`src/rtl/frame_writer.sv`:
```
// ---------------------------------------------------------------------------
// frame_writer
//   Captures a pixel stream into one of two ping-pong frame buffers. Buffers
//   are used in strict alternation (0,1,0,1...). Before each frame the writer
//   waits for the display side to report the target buffer empty, then waits
//   for a start-of-frame beat and writes FRAME_PX words at addresses
//   0..FRAME_PX-1. A completed frame pulses BufferxFull and bumps FrameWInd.
//
// Ports
//   clk                 rising-edge clock
//   reset               asynchronous active-low reset
//   pix_valid/pix_ready source handshake; beat accepted when both are high
//   pix_sof             beat is the first pixel of a frame
//   pix_r/pix_g/pix_b   8-bit colour components
//   Buf0Empty/Buf1Empty buffer drained by the display side, free to write
//   WData/WAddr         write word {8'h00,R,G,B} and pixel index
//   WE0/WE1             one-cycle write strobe to buffer 0 / 1
//   Buffer0Full/1Full   one-cycle pulse when a buffer holds a full frame
//   FrameWInd           count of completed frames (wraps)
//   sof_err             one-cycle pulse on a framing error
// ---------------------------------------------------------------------------
module frame_writer #(
  parameter int H_ACTIVE = 640,
  parameter int V_ACTIVE = 480
) (
  input  logic        clk,
  input  logic        reset,
  input  logic        pix_valid,
  output logic        pix_ready,
  input  logic        pix_sof,
  input  logic [7:0]  pix_r,
  input  logic [7:0]  pix_g,
  input  logic [7:0]  pix_b,
  input  logic        Buf0Empty,
  input  logic        Buf1Empty,
  output logic [31:0] WData,
  output logic [19:0] WAddr,
  output logic        WE0,
  output logic        WE1,
  output logic        Buffer0Full,
  output logic        Buffer1Full,
  output logic [15:0] FrameWInd,
  output logic        sof_err
);

  localparam int FRAME_PX = H_ACTIVE * V_ACTIVE;

  if (H_ACTIVE < 1 || H_ACTIVE > 1023 || V_ACTIVE < 1 || V_ACTIVE > 1023) begin : g_bad_dim
    $error("frame_writer: H_ACTIVE/V_ACTIVE must be in 1..1023");
  end
  if (FRAME_PX > 1048576) begin : g_bad_size
    $error("frame_writer: H_ACTIVE*V_ACTIVE exceeds 2^20 pixels");
  end

  localparam logic [19:0] LAST_IDX = 20'(FRAME_PX - 1);

  typedef enum logic [2:0] {
    IDLE     = 3'd0,
    SEL      = 3'd1,
    WAIT_SOF = 3'd2,
    WRITE    = 3'd3,
    DONE     = 3'd4
  } state_t;

  state_t      state_r;
  state_t      state_s;
  logic        next_buf_r;
  logic [19:0] addr_r;       // index the next in-order beat will be written to
  logic        accept_s;
  logic        sel_empty_s;
  logic        wr_en_s;
  logic [19:0] wr_idx_s;
  logic        err_s;

  // Ready is a decode of the state register only, so it is glitch-free and
  // drops to 0 together with the asynchronous reset.
  assign pix_ready = (state_r == WAIT_SOF) || (state_r == WRITE);
  assign accept_s  = pix_valid && pix_ready;

  // Next-state logic and decode of the write that an accepted beat causes.
  always_comb begin
    state_s     = state_r;
    wr_en_s     = 1'b0;
    wr_idx_s    = addr_r;
    err_s       = 1'b0;
    sel_empty_s = next_buf_r ? Buf1Empty : Buf0Empty;
    case (state_r)
      IDLE: begin
        state_s = SEL;
      end
      SEL: begin
        // Only the buffer whose turn it is may be used; the other is ignored.
        if (sel_empty_s) begin
          state_s = WAIT_SOF;
        end else begin
          state_s = SEL;
        end
      end
      WAIT_SOF: begin
        if (accept_s) begin
          if (pix_sof) begin
            wr_en_s  = 1'b1;
            wr_idx_s = 20'd0;
            state_s  = (wr_idx_s == LAST_IDX) ? DONE : WRITE;
          end else begin
            // Mid-frame beat while hunting for SOF: drop it and flag.
            err_s   = 1'b1;
            state_s = WAIT_SOF;
          end
        end else begin
          state_s = WAIT_SOF;
        end
      end
      WRITE: begin
        if (accept_s) begin
          wr_en_s = 1'b1;
          if (pix_sof && (addr_r != 20'd0)) begin
            // Early SOF: abandon the partial frame, restart at pixel 0.
            err_s    = 1'b1;
            wr_idx_s = 20'd0;
          end else begin
            wr_idx_s = addr_r;
          end
          state_s = (wr_idx_s == LAST_IDX) ? DONE : WRITE;
        end else begin
          state_s = WRITE;
        end
      end
      DONE: begin
        state_s = SEL;
      end
      default: begin
        state_s = IDLE;
      end
    endcase
  end

  // State register.
  always_ff @(posedge clk or negedge reset) begin
    if (!reset) begin
      state_r <= IDLE;
    end else begin
      state_r <= state_s;
    end
  end

  // Registered write port, frame completion flags and buffer selection.
  always_ff @(posedge clk or negedge reset) begin
    if (!reset) begin
      next_buf_r  <= 1'b0;
      addr_r      <= 20'd0;
      WData       <= 32'd0;
      WAddr       <= 20'd0;
      WE0         <= 1'b0;
      WE1         <= 1'b0;
      Buffer0Full <= 1'b0;
      Buffer1Full <= 1'b0;
      FrameWInd   <= 16'd0;
      sof_err     <= 1'b0;
    end else begin
      WE0         <= wr_en_s && !next_buf_r;
      WE1         <= wr_en_s && next_buf_r;
      sof_err     <= err_s;
      // Full pulse and frame count become visible during the DONE cycle.
      Buffer0Full <= (state_s == DONE) && !next_buf_r;
      Buffer1Full <= (state_s == DONE) && next_buf_r;
      if (wr_en_s) begin
        WData  <= {8'h00, pix_r, pix_g, pix_b};
        WAddr  <= wr_idx_s;
        addr_r <= (wr_idx_s == LAST_IDX) ? 20'd0 : (wr_idx_s + 20'd1);
      end else begin
        WData  <= WData;
        WAddr  <= WAddr;
        addr_r <= addr_r;
      end
      if (state_s == DONE) begin
        FrameWInd <= FrameWInd + 16'd1;
      end else begin
        FrameWInd <= FrameWInd;
      end
      if (state_r == DONE) begin
        next_buf_r <= ~next_buf_r;
      end else begin
        next_buf_r <= next_buf_r;
      end
    end
  end

endmodule

```
`config.mk`:
```
export PLATFORM = sky130hd
export DESIGN_NAME = frame_writer
export DESIGN_NICKNAME = d
export VERILOG_FILES = /design/src/rtl/frame_writer.sv
export SDC_FILE = /design/constraint.sdc
export NUM_CORES = 1
export LEC_CHECK = 0
export BUFFER_PORTS_ARGS = -buffer_cell sky130_fd_sc_hd__clkbuf_2
export CORE_MARGIN = 4
export CORE_UTILIZATION = 48
export CTS_CLUSTER_DIAMETER = 30
export DETAILED_ROUTE_END_ITERATION = 6
export PLACE_DENSITY_LB_ADDON = 0.3
export SETUP_SLACK_MARGIN = 0.3
export SYNTH_ARGS = -nofsm -noshare
export SYNTH_HDL_FRONTEND = slang
export SYNTH_SLANG_ARGS = --single-unit
```
`constraint.sdc`:
```
create_clock -name clk -period 3.5 [get_ports clk]
set_input_delay 0.7 -clock clk [delete_from_list [all_inputs] [get_ports clk]]
set_output_delay 0.7 -clock clk [all_outputs]
set_load 0.02 [all_outputs]
```
# ---- Word-level counts from Yosys, hierarchy flattened
# Index checks and enable logic that the tools add are counted.
dict set report word_totals {
  ff_bits 89
  word_cells 56
}
dict set report op_classes {
  addsub 2
  n_eq_ne 7
  n_mux 24
  n_bitwise 1
  reduce_logical 11
}
# operator count
set op_table {}
lappend op_table {{$mux W20} 7}
lappend op_table {{$eq A20 B19 Y1 const B} 2}
lappend op_table {{$pmux W20 S2} 1}
lappend op_table {{$add A20 B1 Y20 const B} 1}
lappend op_table {{$reduce_bool A20 Y1} 1}
lappend op_table {{$add A16 B1 Y16 const B} 1}
lappend op_table {{$pmux W3 S4} 1}
lappend op_table {{$mux W1} 9}
lappend op_table {{$mux W3} 3}
lappend op_table {{$eq A3 B2 Y1 const B} 2}
lappend op_table {{$eq A3 B3 Y1 const B} 2}
lappend op_table {{$logic_and A1 B1 Y1} 6}
lappend op_table {{$pmux W1 S2} 2}
lappend op_table {{$eq A3 B1 Y1 const B} 1}
lappend op_table {{$logic_not A3 Y1} 1}
lappend op_table {{$mux W2} 1}
lappend op_table {{$reduce_or A2 Y1} 1}
lappend op_table {{$logic_not A1 Y1} 1}
lappend op_table {{$logic_or A1 B1 Y1} 1}
lappend op_table {{$not A1 Y1} 1}

# ---- Depth between registers and ports, before layout
dict set report logic_depth {
  ltp_word 11
  mapped_depth 12
  mapped_depth_nobuf 10
}

# ---- Least setup slack after synthesis
# OpenSTA, ideal clock, no wires.
dict set report synth_path {
  path_type {register to register}
  from {register addr_r[14]}
  to {register addr_r[18]}
  setup_time_ps 83
  arrival_time_ps 3357
  required_ps 3417
  path_slack_ps 61
  path_stages_with_launch 12
  synth_period_minus_slack_ps 3439
  cell_sequence {dfrtp_1 > or4_1 > nor4_2 > a31o_2 > buf_4 > and2_1 > ha_1 > inv_1 > nor4_1 > nand4_1 > or4_1 > o21ai_0}
}
dict set report synth_via {
  elab_chain_len 9
  elab_cells_between_ends 12
  classes_between {add/sub (1); eq/ne (1); mux (8); reduce/logical (2)}
}
# element line_no
set synth_rtl {}
lappend synth_rtl {{start: declaration} 68} ;# logic [19:0] addr_r;
lappend synth_rtl {{start signal: assignment} 170} ;# addr_r <= (wr_idx_s == LAST_IDX) ? 20'd0 : (wr_idx_s + 20'd1);
lappend synth_rtl {{start signal: assignment} 174} ;# addr_r <= addr_r;
lappend synth_rtl {{$reduce_bool A20 Y1 *} 117} ;# if (pix_sof && (addr_r != 20'd0)) begin
lappend synth_rtl {{$logic_and A1 B1 Y1 *} 117}
lappend synth_rtl {{$mux W20 *} 117}
lappend synth_rtl {{$mux W20 *} 115} ;# if (accept_s) begin
lappend synth_rtl {{$mux W20 *} 87} ;# case (state_r)
lappend synth_rtl {{$mux W20 *} 115}
lappend synth_rtl {{$pmux W20 S2 *} 87}
lappend synth_rtl {{net wr_idx_s[0]} 72} ;# logic [19:0] wr_idx_s;
lappend synth_rtl {{$add A20 B1 Y20 / $eq A20 B19 Y1 (equally long branches)} 170}
lappend synth_rtl {{$mux W20 *} 170}
# Mark *: on every way through the listed nets, which the timed path passes. The rest lies on a longest branch. The select of a mux whose other input is x is not followed.
# A chain may end at the register's enable or synchronous reset.

# ---- Worst setup path after layout
dict set report layout_path {
  from {register addr_r[0]}
  to {register addr_r[4]}
}
dict set report layout_via {
  elab_chain_len 9
  elab_cells_between_ends 12
  classes_between {add/sub (1); eq/ne (1); mux (8); reduce/logical (2)}
}
# element line_no
set layout_rtl {}
lappend layout_rtl {{$reduce_bool A20 Y1} 117}
lappend layout_rtl {{$logic_and A1 B1 Y1} 117}
lappend layout_rtl {{$mux W20} 117}
lappend layout_rtl {{$mux W20} 115}
lappend layout_rtl {{$mux W20} 87}
lappend layout_rtl {{$mux W20} 115}
lappend layout_rtl {{$pmux W20 S2 *} 87}
lappend layout_rtl {{net wr_idx_s[0]} 72}
lappend layout_rtl {{$add A20 B1 Y20 / $eq A20 B19 Y1 (equally long branches)} 170}
lappend layout_rtl {{$mux W20 *} 170}
# Marked as above.

==> results.rst <==
.. list-table::
   :header-rows: 1

   * - Metric
     - Value
   * - Final design utilization
     - 60.1%
   * - Crit path time final
     - 2.94 ns
   * - Number of sinks on the clock net
     - 89
   * - Mapped cell area
     - 0.00413 sq mm
   * - Post-DR wirelength/cell
     - 15.8 um
   * - Io pins
     - 104
   * - Unrepaired setup endpoints after global routing
     - no
   * - Worst R2R Setup Slack
     - 0.56 ns
   * - Clock latency at the later pin of the worst-skew pair
     - 0.36 ns
   * - Wire length of the first global-routing pass
     - 16.7 mm
   * - First-pass detailed-route iteration total
     - 5
   * - Number of buffers on the longest clock path
     - 2
   * - Worst setup SP type
     - flop
   * - Buffer cell driving the clock tree root
     - clkbuf_8
   * - Share of post-route cells with drive strength above 1
     - 29.0%
   * - Result of the run
     - completed
   * - Max-slew headroom
     - 29.2%
   * - Number of buffers created by CTS
     - 9
   * - Post-synthesis area per instance
     - 9.80 sq um
   * - Length in cells of the worst reg-to-reg path
     - 9
   * - TritonCTS clock tree
     - done
   * - Setup Viol. Count Final
     - 0
   * - Classification of the worst-slack hold path
     - in2async
   * - GRT Resource Usage Total
     - 20.5%
   * - Worst supply voltage drop on vdd
     - 0.000343 V
   * - Final ANT Viol Nets
     - 0
   * - Startpoint of the most critical setup path
     - addr_r[0]$_DFFE_PN0P_
   * - Largest fanout of any net on the critical path
     - 10
   * - Fin Clk Skew
     - 0.00769 ns
   * - Slew at the pin closest to its max-slew limit
     - 1.06 ns
   * - Post-placement worst setup slack
     - 0.254 ns
   * - Number of library cell types mapped by synthesis
     - 55
   * - Buffers on Ports
     - 95
   * - Starting DRT DRC Count
     - 172
   * - Die width
     - 101 um
   * - Fill cell total of the finished layout
     - 738
   * - Kind of capture point of the worst setup path
     - flop
   * - Yosys synthesis warning count
     - 0
   * - Required time at the worst-slack endpoint
     - 3.73 ns
   * - FF/Latch Area
     - 0.00223 sq mm
   * - Number of enable-type register cells in the synthesized netlist
     - 0
   * - GPL Wtd Cong
     - 0.882
   * - Placement row count
     - 33
   * - Multi-input logic area
     - 0.00178 sq mm
   * - Count of final hold-check violations
     - 0
   * - Reg clk slew, reported paths
     - 0.09 ns
   * - Share of the yosys chip area belonging to registers
     - 53.9%
   * - Fin crit share
     - 83.9%
   * - Post-route cell area
     - 0.00499 sq mm
   * - Area of the core
     - 0.00830 sq mm
   * - Setup total negative slack
     - 0 ns
   * - Power density cells
     - 595 mW/mm^2
   * - Via count of the first global-routing pass
     - 3453
   * - Kind of critical path
     - reg2reg
   * - Post-layout worst setup margin
     - 0.562 ns
   * - Vias after detailed routing
     - 3554
   * - Final Slew Violations
     - 0
   * - Number of max-cap violations
     - 0
   * - Number of register bits inferred by synthesis
     - 89
   * - Layout area overhead
     - 20.6%
   * - Post-route worst hold slack
     - 0.330 ns
   * - Height of the die
     - 101 um
   * - Per-cell via count in the routed design
     - 5.65
   * - Post-route DRC
     - 0
   * - DP Area
     - 0.00471 sq mm
   * - Overall power consumption
     - 2.97 mW
   * - Final routed wirelength across all metal layers
     - 9.95 mm
   * - R2r endpoint
     - addr_r[4]$_DFFE_PN0P_
   * - Ys flop type
     - dfrtp_1
   * - Initial cell density of the core
     - 49.8%
   * - Leakage power summed over all cells
     - 2.50 nW
   * - Die outline area
     - 0.0102 sq mm
   * - Number of standard cells in the layout, taps in and fillers out
     - 629
   * - Number of nets in the layout
     - 551
   * - Crit Reg-Reg Startpoint
     - addr_r[0]$_DFFE_PN0P_
   * - Remaining Overflow, GRT
     - 0
   * - Fraction of registers with async set or reset after synthesis
     - 100%
   * - H-tree Lvls
     - 3
   * - Estimated wirelength of the detail-placed design
     - 6.87 mm
   * - Antenna cell count
     - 0
   * - Pin count of the biggest net entering global routing
     - 45
   * - Post-Synthesis Cells
     - 422
   * - Antenna violations before repair
     - 0
   * - Data arrival time of the critical path
     - 3.16 ns
   * - DP Cell Count
     - 607
   * - Maximum clock rate
     - 340 MHz
[synthesized netlist by cell type, drive strengths merged, types with 8 or more instances]
library cell	n	area (sq um)
o21ai	8	40.0
inv	10	37.5
clkbuf	15	56.3
a31oi	11	68.8
nand2	103	387
or4	10	78.8
nand3	23	120
a22o	15	131
buf	18	116
nand4	21	138
nor2	9	33.8
nor3	14	70.1
xor2	9	78.8
dfrtp	89	2230
[state kept, by name (all words and copies together) (netlist names)]
| register | count |
|---|---|
| WE0 | 1 |
| sof_err | 1 |
| WE1 | 1 |
| addr_r | 20 |
| Buffer0Full | 1 |
| next_buf_r | 1 |
| Buffer1Full | 1 |
| WAddr | 20 |
| state_r | 3 |
| WData | 24 |
| FrameWInd | 16 |
[worst max-delay path by stage]
| stage | to | slack, ns | cells past startpoint |
|---|---|---|---|
| after global routing | addr_r[18]$_DFFE_PN0P_ | 0.36 | 11 |
| final | addr_r[4]$_DFFE_PN0P_ | 0.56 | 9 |
| after floorplan | addr_r[18]$_DFFE_PN0P_ | 0.33 | 11 |
| after global placement | addr_r[4]$_DFFE_PN0P_ | 0.31 | 9 |
| after CTS | addr_r[18]$_DFFE_PN0P_ | 0.33 | 11 |
| after detailed placement | addr_r[4]$_DFFE_PN0P_ | 0.25 | 9 |
[critical path, cell delays in order (launching register included)]
cell      delay (ns)
dfrtp_1         0.42
or4_4           0.56
nor4_4          0.34
a31o_2          0.21
and2_1          0.14
ha_2            0.18
nand2_1         0.09
or4_4           0.53
nand3_2         0.21
o311ai_0        0.14
[power by group]
part	switching (mW)	total (mW)	internal, mW
Combinational	0.555	0.875	0.320
Clock	0.380	0.716	0.336
Sequential	0.172	1.38	1.21
Total	1.11	2.97	1.86
[cell families (layout without fill, tap and decap cells)]
| kind of cell | Yosys count | count (layout) | synth area share, % |
|---|---|---|---|
| AO/OA/AOI/OAI | 56 | 56 | 10.1 |
| XOR/XNOR | 16 | 16 | 3.39 |
| adder cells (fa/ha/maj) | 2 | 2 | 0.605 |
| buffers and inverters | 43 | 138 | 5.08 |
| flip-flops | 89 | 89 | 53.9 |
| multiplexers | 4 | 4 | 1.15 |
| other | 1 | 8 | 0.0907 |
| AND/OR/NAND/NOR | 211 | 211 | 25.7 |
[cell type report]
class                      count  area share, %
multi-input combinational    297           35.6
sequential                    89           44.7
clock inverter                 7           1.61
clock buffer                   9           2.48
tap                          105           2.63
inverter                      10          0.753
timing repair buffer         112           12.1
[per-layer routing]
metal | global-route usage (%) | share of wire, % | wire length [um]
met5 | 0 | 0 | 0
met4 | 7.67 | 1.1 | 111
met3 | 4.57 | 8.6 | 854
met2 | 31.8 | 48 | 4790
met1 | 28.1 | 42 | 4200
[layout by cell type (no fill, tap or decap), types with 9 or more instances in the layout]
cell type  instances
nand3_1           22
xor2_1             9
a31oi_1           11
clkbuf_2          94
nand4_1           20
nand2_1          103
clkbuf_8           9
inv_1             10
a22o_1            15
dfrtp_1           86
nor3_1            14
buf_4             18
[repair_timing]
action                                  4_1_cts  5_1_grt
resized for setup                             2        7
cloned                                        0        0
pin swaps                                     0        4
setup buffers                                 0        6
endpoints found under the setup margin        8       11
hold buffers                                  0        0
(Power assumes the default switching activity.)
